File: config.mk
export PLATFORM = sky130hd
export DESIGN_NAME = jk_sync_counter
export DESIGN_NICKNAME = d
export VERILOG_FILES = /design/src/rtl/jk_cnt_pkg.sv /design/src/rtl/jk_cell.sv /design/src/rtl/jk_sync_counter.sv
export SDC_FILE = /design/constraint.sdc
export NUM_CORES = 1
export LEC_CHECK = 0
export ABC_AREA = 1
export BUFFER_PORTS_ARGS = -buffer_cell sky130_fd_sc_hd__buf_2
export CAP_MARGIN = 20
export CELL_PAD_IN_SITES_DETAIL_PLACEMENT = 1
export CELL_PAD_IN_SITES_GLOBAL_PLACEMENT = 2
export CORE_MARGIN = 4
export CORE_UTILIZATION = 26
export DETAILED_ROUTE_END_ITERATION = 8
export PLACE_DENSITY = 0.79
export SLEW_MARGIN = 20
export SYNTH_ARGS = -nofsm -noshare
export SYNTH_HDL_FRONTEND = slang
export SYNTH_SLANG_ARGS = --single-unit
File: constraint.sdc
create_clock -name clk -period 2.3 [get_ports clk]
set_input_delay 0.115 -clock clk [delete_from_list [all_inputs] [get_ports clk]]
set_output_delay 0.115 -clock clk [all_outputs]
set_load 0.05 [all_outputs]
File: src/rtl/jk_cnt_pkg.sv
// Shared types and the JK excitation helper for the jk_sync_counter slice.
package jk_cnt_pkg;

    typedef struct packed {
        logic j;
        logic k;
    } jk_pair_t;

    typedef enum logic [1:0] {
        OP_HOLD,
        OP_LOAD,
        OP_UP,
        OP_DOWN
    } cnt_op_t;

    // Drives only set or clear, never toggle, so J and K are never high together.
    function automatic jk_pair_t jk_excite(input logic q, input logic nxt);
        jk_pair_t p;
        p.j = ~q & nxt;
        p.k = q & ~nxt;
        return p;
    endfunction

endpackage

File: src/rtl/jk_cell.sv
// Single JK flip-flop with synchronous active-low reset and per-instance reset value.
module jk_cell #(
    parameter logic RESET_BIT = 1'b0
) (
    input  logic clk,
    input  logic rst,
    input  logic i_j,
    input  logic i_k,
    output logic o_q,
    output logic o_q_bar
);

    logic r_q;

    // NOTE: sequential state uses non-blocking assignments so every flop samples pre-edge values.
    always_ff @(posedge clk) begin
        if (!rst) begin
            r_q <= RESET_BIT;
        end else begin
            case ({i_j, i_k})
                2'b00:   r_q <= r_q;
                2'b01:   r_q <= 1'b0;
                2'b10:   r_q <= 1'b1;
                default: r_q <= ~r_q;
            endcase
        end
    end

    assign o_q     = r_q;
    assign o_q_bar = ~r_q;

endmodule

File: src/rtl/jk_sync_counter.sv
// Modulo-N up/down counter built from JK cells; define JK_CNT_SATURATE_EN to
// saturate at the range limits instead of wrapping (wrap output then tied low).
module jk_sync_counter
    import jk_cnt_pkg::*;
#(
    parameter int WIDTH     = 4,
    parameter int MODULUS   = 16,
    parameter int RESET_VAL = 0
) (
    input  logic             clk,
    input  logic             rst,
    input  logic             en,
    input  logic             up,
    input  logic             load,
    input  logic [WIDTH-1:0] load_val,
    output logic [WIDTH-1:0] count,
    output logic [WIDTH-1:0] count_bar,
    output logic             tc,
    output logic             wrap
);

    localparam logic [WIDTH-1:0] MAX_VAL = WIDTH'(MODULUS - 1);
    localparam logic [WIDTH-1:0] RST_V   = WIDTH'(RESET_VAL);
    localparam logic [WIDTH:0]   MOD_EXT = (WIDTH + 1)'(MODULUS);

    cnt_op_t          w_op;
    logic [WIDTH-1:0] w_q;
    logic [WIDTH-1:0] w_q_bar;
    logic [WIDTH-1:0] w_nxt;
    logic [WIDTH-1:0] w_j;
    logic [WIDTH-1:0] w_k;
    logic             w_at_max;
    logic             w_at_zero;
    logic             w_wrap_nxt;

    assign w_at_max  = (w_q == MAX_VAL);
    assign w_at_zero = (w_q == '0);

    always_comb begin
        w_op = OP_HOLD;
        if (load)    w_op = OP_LOAD;
        else if (en) w_op = up ? OP_UP : OP_DOWN;
    end

    // NOTE: w_nxt gets a default before the case so no path leaves it unassigned (no latch).
    always_comb begin
        w_nxt      = w_q;
        w_wrap_nxt = 1'b0;
        case (w_op)
            OP_LOAD: w_nxt = ({1'b0, load_val} >= MOD_EXT) ? MAX_VAL : load_val;
            OP_UP: begin
`ifdef JK_CNT_SATURATE_EN
                w_nxt = w_at_max ? MAX_VAL : w_q + 1'b1;
`else
                w_nxt      = w_at_max ? '0 : w_q + 1'b1;
                w_wrap_nxt = w_at_max;
`endif
            end
            OP_DOWN: begin
`ifdef JK_CNT_SATURATE_EN
                w_nxt = w_at_zero ? '0 : w_q - 1'b1;
`else
                w_nxt      = w_at_zero ? MAX_VAL : w_q - 1'b1;
                w_wrap_nxt = w_at_zero;
`endif
            end
            default: w_nxt = w_q;
        endcase
    end

    for (genvar g = 0; g < WIDTH; g++) begin : g_cell
        jk_pair_t w_pair;
        assign w_pair = jk_excite(w_q[g], w_nxt[g]);
        assign w_j[g] = w_pair.j;
        assign w_k[g] = w_pair.k;

        jk_cell #(.RESET_BIT(RST_V[g])) u_cell (
            .clk     (clk),
            .rst     (rst),
            .i_j     (w_j[g]),
            .i_k     (w_k[g]),
            .o_q     (w_q[g]),
            .o_q_bar (w_q_bar[g])
        );
    end

    assign count     = w_q;
    assign count_bar = w_q_bar;
    assign tc        = en & (up ? w_at_max : w_at_zero);

`ifdef JK_CNT_SATURATE_EN
    logic w_unused_wrap;
    assign w_unused_wrap = w_wrap_nxt;
    assign wrap          = 1'b0;
`else
    logic r_wrap;

    always_ff @(posedge clk) begin
        if (!rst) r_wrap <= 1'b0;
        else      r_wrap <= w_wrap_nxt;
    end

    assign wrap = r_wrap;
`endif

endmodule

Word-level counts from Yosys, hierarchy flattened
Cells that the tools add are included.
{"block": "totals", "regBits": 5, "latch_bits": 0, "ram_bits": 0, "rom_bits": 0, "out_inout_bits": 10, "wordCells": 53, "memories": 0}
{"block": "op_classes", "addsub": 2, "n_mul": 0, "div": 0, "order_cmp": 0, "n_eq_ne": 12, "shifts": 0, "mux": 12, "bitwise_logic": 17, "reduce_logical": 5}
{"operator": "$eq A2 B2 Y1 const B", "n": 6}
{"operator": "$pmux W1 S3", "n": 4}
{"operator": "$pmux W4 S3", "n": 1}
{"operator": "$eq A2 B1 Y1 const B", "n": 5}
{"operator": "$and A1 B1 Y1", "n": 9}
{"operator": "$logic_not A2 Y1", "n": 4}
{"operator": "$mux W4", "n": 2}
{"operator": "$not A1 Y1", "n": 8}
{"operator": "$add A4 B1 Y4 const B", "n": 1}
{"operator": "$eq A4 B4 Y1 const B", "n": 1}
{"operator": "$logic_not A4 Y1", "n": 1}
{"operator": "$mux W2", "n": 2}
{"operator": "$sub A4 B1 Y4 const B", "n": 1}
{"operator": "$mux W1", "n": 2}
{"operator": "$pmux W1 S2", "n": 1}

Longest topological paths before layout
{"block": "depth", "ltp_word": 9, "mapped_depth": 13, "depth_no_buf": 13}

Modules after synthesis
Synthesis repeated with hierarchy kept, for this count alone.
{"block": "hier_totals", "hier_cells": 126, "hier_area_um2": 710.7}
{"mod": "jk_sync_counter", "instances": 1, "cells_each": 74, "area_each_um2": 375.4, "seq_area_each_um2": 20.0}
{"mod": "jk_cell", "instances": 4, "cells_each": 13, "area_each_um2": 83.8, "seq_area_each_um2": 20.0}

Least setup slack after synthesis
Ideal clock, no wire load.
{"block": "synth_path", "kind": "register to register", "startpoint": "register g_cell[0].u_cell.r_q", "endpoint": "register g_cell[3].u_cell.r_q", "setup_time_ps": 124, "t_arrival_ps": 1692, "t_required_ps": 2176, "slack_ps": 484, "path_stages_with_launch": 14, "path_buffers": 0, "period_less_slack_ps": 1816, "cell_sequence": "dfxtp_1 inv_1 ha_1 nand2_2 nand2_1 nand2_1 nand2_1 nand2_1 nand3_1 nand2_2 inv_1 ha_1 nor3_1 a211oi_1"}
{"block": "synth_via", "elab_chain_cells": 7, "word_cells_on_any_way": 14}
{"element": "start, declared", "line": "jk_cell.sv:13", "source": "logic r_q;"}
{"element": "start signal, assigned", "line": "jk_cell.sv:21", "source": "2'b00: r_q <= r_q;"}
{"element": "start signal, assigned", "line": "jk_cell.sv:24", "source": "default: r_q <= ~r_q;"}
{"element": "$sub A4 B1 Y4 (tied with other cells)", "line": "jk_sync_counter.sv:63", "source": "w_nxt = w_at_zero ? MAX_VAL : w_q - 1'b1;"}
{"element": "$mux W4, on equally long branches", "line": "jk_sync_counter.sv:63, jk_sync_counter.sv:55"}
{"element": "$pmux W4 S3 (*)", "line": "jk_sync_counter.sv:49", "source": "case (w_op)"}
{"element": "$not A1 Y1", "line": "jk_cnt_pkg.sv:20", "source": "p.k = q & ~nxt;"}
{"element": "$and A1 B1 Y1", "line": "jk_cnt_pkg.sv:20"}
{"element": "$eq A2 B2 Y1 (tied with other cells)", "line": "jk_cell.sv:20", "source": "case ({i_j, i_k})"}
{"element": "$pmux W1 S3", "line": "jk_cell.sv:20"}
{"element": "end signal, assigned", "line": "jk_cell.sv:21"}
{"element": "end signal, assigned", "line": "jk_cell.sv:24"}
{"element": "end, declared", "line": "jk_cell.sv:13"}
Every way passes the cells marked *; elsewhere a longest branch is shown, timed or not.
A chain may end at the register's enable or synchronous reset.

Worst setup path in the final report
{"block": "layout_path", "startpoint": "register g_cell[1].u_cell.r_q", "endpoint": "register g_cell[3].u_cell.r_q"}
{"block": "layout_via", "elab_chain_cells": 7, "word_cells_on_any_way": 14}
{"element": "start, declared", "line": "jk_cell.sv:13"}
{"element": "start signal, assigned", "line": "jk_cell.sv:21"}
{"element": "start signal, assigned", "line": "jk_cell.sv:24"}
{"element": "$sub A4 B1 Y4 (tied with other cells)", "line": "jk_sync_counter.sv:63"}
{"element": "$mux W4, on equally long branches", "line": "jk_sync_counter.sv:63, jk_sync_counter.sv:55"}
{"element": "$pmux W4 S3 (*)", "line": "jk_sync_counter.sv:49"}
{"element": "$not A1 Y1", "line": "jk_cnt_pkg.sv:20"}
{"element": "$and A1 B1 Y1", "line": "jk_cnt_pkg.sv:20"}
{"element": "$eq A2 B2 Y1 (tied with other cells)", "line": "jk_cell.sv:20"}
{"element": "$pmux W1 S3", "line": "jk_cell.sv:20"}
Marked as above.

==> summary.txt <==
Timing
  – Worst setup margin: about 0.29 ns
  – Tcrit/Tclk final: about 88%
  – Period minus WS final: 2.01 ns
  – Setup violators final: 0
  – Max Freq: a little under 500 MHz
  – TNS Setup: 0 ns
  – Fin Clk Skew: about 0.0069 ns
  – Actual slew at the worst max-slew pin: around 0.36 ns
  – Slew Viols, Final: 0
  – Max-slew headroom: about three quarters
  – Final hold viol count: 0
  – RSZ-0062 raised after global routing: no

Route
  – Top layer in use: met4
  – # DRC: 0
  – Pre-antenna DRT Iters: 5
  – Vias/cell: 5.08
  – DR WL/cell: between 10 and 15 um
  – Detailed Route Iter0 Violations: 15
  – Metal2 WL: just over 800 um
  – Final wirelength: ~1700 um
  – DR vias: a little under 700
  – Post-route ant nets: 0
  – M1 wire length: around 750 um
  – Met3 WL: about 100 um

Yosys
  – Area share of and/or/nand/nor cells after synthesis: a little under a third
  – Synth unique cells: 20
  – Synth Area in Adders: between 10% and 20%
  – Mapped cell area: 638 sq um
  – #FFs+latches synth: 5
  – Register area share after synthesis: between 10% and 20%
  – XOR/XNOR Fraction of Synth Area: 0%
  – Post-Syn Nets: about 110
  – Post-synthesis compound-gate area fraction: 15.1%
  – Post-Synthesis Cells: 95
  – Combinational family with the most area after synthesis: simple AND/OR/NAND/NOR gates
  – Post-synthesis mux area share: 0%
  – Synth Warn #: 0
  – Mean Syn Cell Area: between 6 and 7 sq um

Die
  – Die width: around 58 um
  – Die Y-Extent: roughly 58 um
  – Floorplan row count: 17
  – Die area: ~3300 sq um
  – Top Ports: 19
  – CORE AREA: roughly 2300 sq um
  – Initial Util: 28.0%

Setup path
  – R2R cell count: 13
  – R2R setup slack: approximately 0.29 ns
  – Worst path slowest cell: dfxtp_1
  – Buf/Inv on CP: 2
  – CP Max Fanout: 7
  – Critical path required time: around 2.4 ns
  – CP most frequent cell: nand2_1
  – Data arrival, critical path: 2.14 ns
  – Setup crit start kind: flop
  – Kind of critical path: flop to flop
  – Worst r2r dst: g_cell[3].u_cell.o_q$_SDFFE_PN0P_
  – Critical Path Sink: g_cell[3].u_cell.o_q$_SDFFE_PN0P_
  – R2R Path Start: g_cell[1].u_cell.o_q$_SDFFE_PN0P_
  – Top delay family on crit path: simple AND/OR/NAND/NOR gates
  – CP cell instances: inv_1 > ha_1 > nand2_2 > nand2_1 > nand2_1 > nand2_1 > nand2_1 > nand3_1 > nand2_2 > inv_1 > ha_1 > nor3_1 > a211oi_1
  – Crit path depth: 13
  – Setup crit end kind: flop
  – Worst Setup SP: g_cell[1].u_cell.o_q$_SDFFE_PN0P_
  – Max incr delay on CP: 0.44 ns

Clock network
  – CTS tree: built
  – Skew-Pair Late Insertion Delay: 0.26 ns
  – H-Tree Level Count: 1
  – Reg clk slew, reported paths: ~0.050 ns
  – Postcts setup bufs: 0
  – Max Buffers Root-to-Sink: 2
  – Clock root buffer: clkbuf_4
  – CTS sink cnt: 5
  – CTS Buf Count: 3
  – Cts hold-fix bufs: 0
  – PostCTS Resize Cnt: 0

GRT
  – GRT overflow: 0
  – First-pass GRT wire length: 2860 um
  – Vias in the first global route: 635
  – Largest net degree at the start of global routing: 10
  – Initial antenna violation count: 0
  – Tot GR Track Use: a little under an eighth

Power
  – Lkg Pwr: between 0.3 and 0.4 nW
  – Pwr Density: 1370 nW/um^2
  – Max VDD drop: about 520 uV

Placement
  – IO buf count: 18
  – DP Cell Count: 133
  – DP Worst Slack: around 0.28 ns
  – RD Place Congestion: ~0.8
  – Post-DP HPWL: 1450 um

Run status
  – Status: completed

Finish
  – Filler Cells Inserted: roughly 320
  – Multi-input gate area: between 400 and 500 sq um
  – Most common cell after layout, fill and taps aside: buf_2
  – Fin util: 31.9%
  – Share of cells above drive strength 1: between 20% and 30%
  – Commonest cells after routing, fill and taps aside: buf_2, nand2_1, nor2_1, inv_1, ha_1
  – Layout Nets: between 100 and 150
  – # diodes: 0
  – Non-filler instance count after layout: between 100 and 150
  – Register area: ~100 sq um
  – Layout area overhead: 13.7%

Run
  – Max cap viols: 0

Worst hold path
  – Hold WC Path Type: primary input to flop
==> per-stage QoR <==
step	hold slack [ns]	instance area [sq um]	power [mW]
after floorplan	0.278	638	0.815
after global placement	0.451	699	0.861
after detailed placement	0.462	699	0.890
after CTS	0.187	726	1.01
after global routing	0.204	726	1.09
final	0.184	726	0.991
==> flip-flops by register name, summed over array words and instances, names as in the netlist <==
name / cells
g_cell.u_cell.o_q: 4
wrap: 1
==> where the power goes <==
group / internal [mW] / switching, mW / total, mW / leakage (nW)
logic: 0.194 / 0.511 / 0.705 / 0.319
clock network: 0.0662 / 0.0447 / 0.111 / 0.0150
registers: 0.120 / 0.0551 / 0.176 / 0.0414
total: 0.380 / 0.611 / 0.991 / 0.376
==> per-layer routing <==
| layer | track usage, % | up-vias |
|---|---|---|
| met5 | 0 | - |
| met4 | 7.95 | 0 |
| met3 | 2.94 | 5 |
| met2 | 17.6 | 21 |
| met1 | 14.2 | 328 |
| li1 | - | 342 |
==> logic make-up after synthesis <==
kind of cell,Yosys count
and+or+nand+nor,42
buffers and inverters,23
AOI/OAI and AO/OA,15
adders and majority gates,10
DFF,5
==> tightest hold or removal path, cell delays in order <==
cell,delay [ns]
buf_2,0.13
nand2_1,0.10
nor4_2,0.05
==> cell type report <==
type	instances	area share [%]
multi-input cells	67	57.1
flip-flops and latches	5	13.8
repair buffers	19	13.4
inverters	14	7.24
well taps	28	4.83
clock buffers	4	3.62
==> synth_stat cells <==
master	count	area (sq um)
nand2_2	2	12.5
nand4_1	2	12.5
inv_2	3	11.3
o21ai_2	2	17.5
dfxtp_1	5	100
o21ai_1	2	10.0
nor3_1	4	20.0
nor4_2	1	12.5
inv_1	11	41.3
a21oi_1	3	15.0
o211ai_1	1	7.51
nor2_1	11	41.3
a31oi_1	1	6.26
buf_6	1	11.3
a211oi_1	4	30.0
buf_4	8	60.1
ha_1	10	125
nand3_1	9	45.0
o21ai_0	2	10.0
nand2_1	13	48.8
==> worst min path at each step <==
stage               startpoint         endpoint  slack [ns]  depth (start not counted)
floorplan                   en  wrap$_SDFF_PN0_        0.28                          2
global placement            en  wrap$_SDFF_PN0_        0.45                          3
detailed placement          en  wrap$_SDFF_PN0_        0.46                          3
CTS                         en  wrap$_SDFF_PN0_        0.19                          3
global route                en  wrap$_SDFF_PN0_        0.20                          3
finish                      en  wrap$_SDFF_PN0_        0.18                          3
No activity file was read; power rests on OpenSTA's default activity.
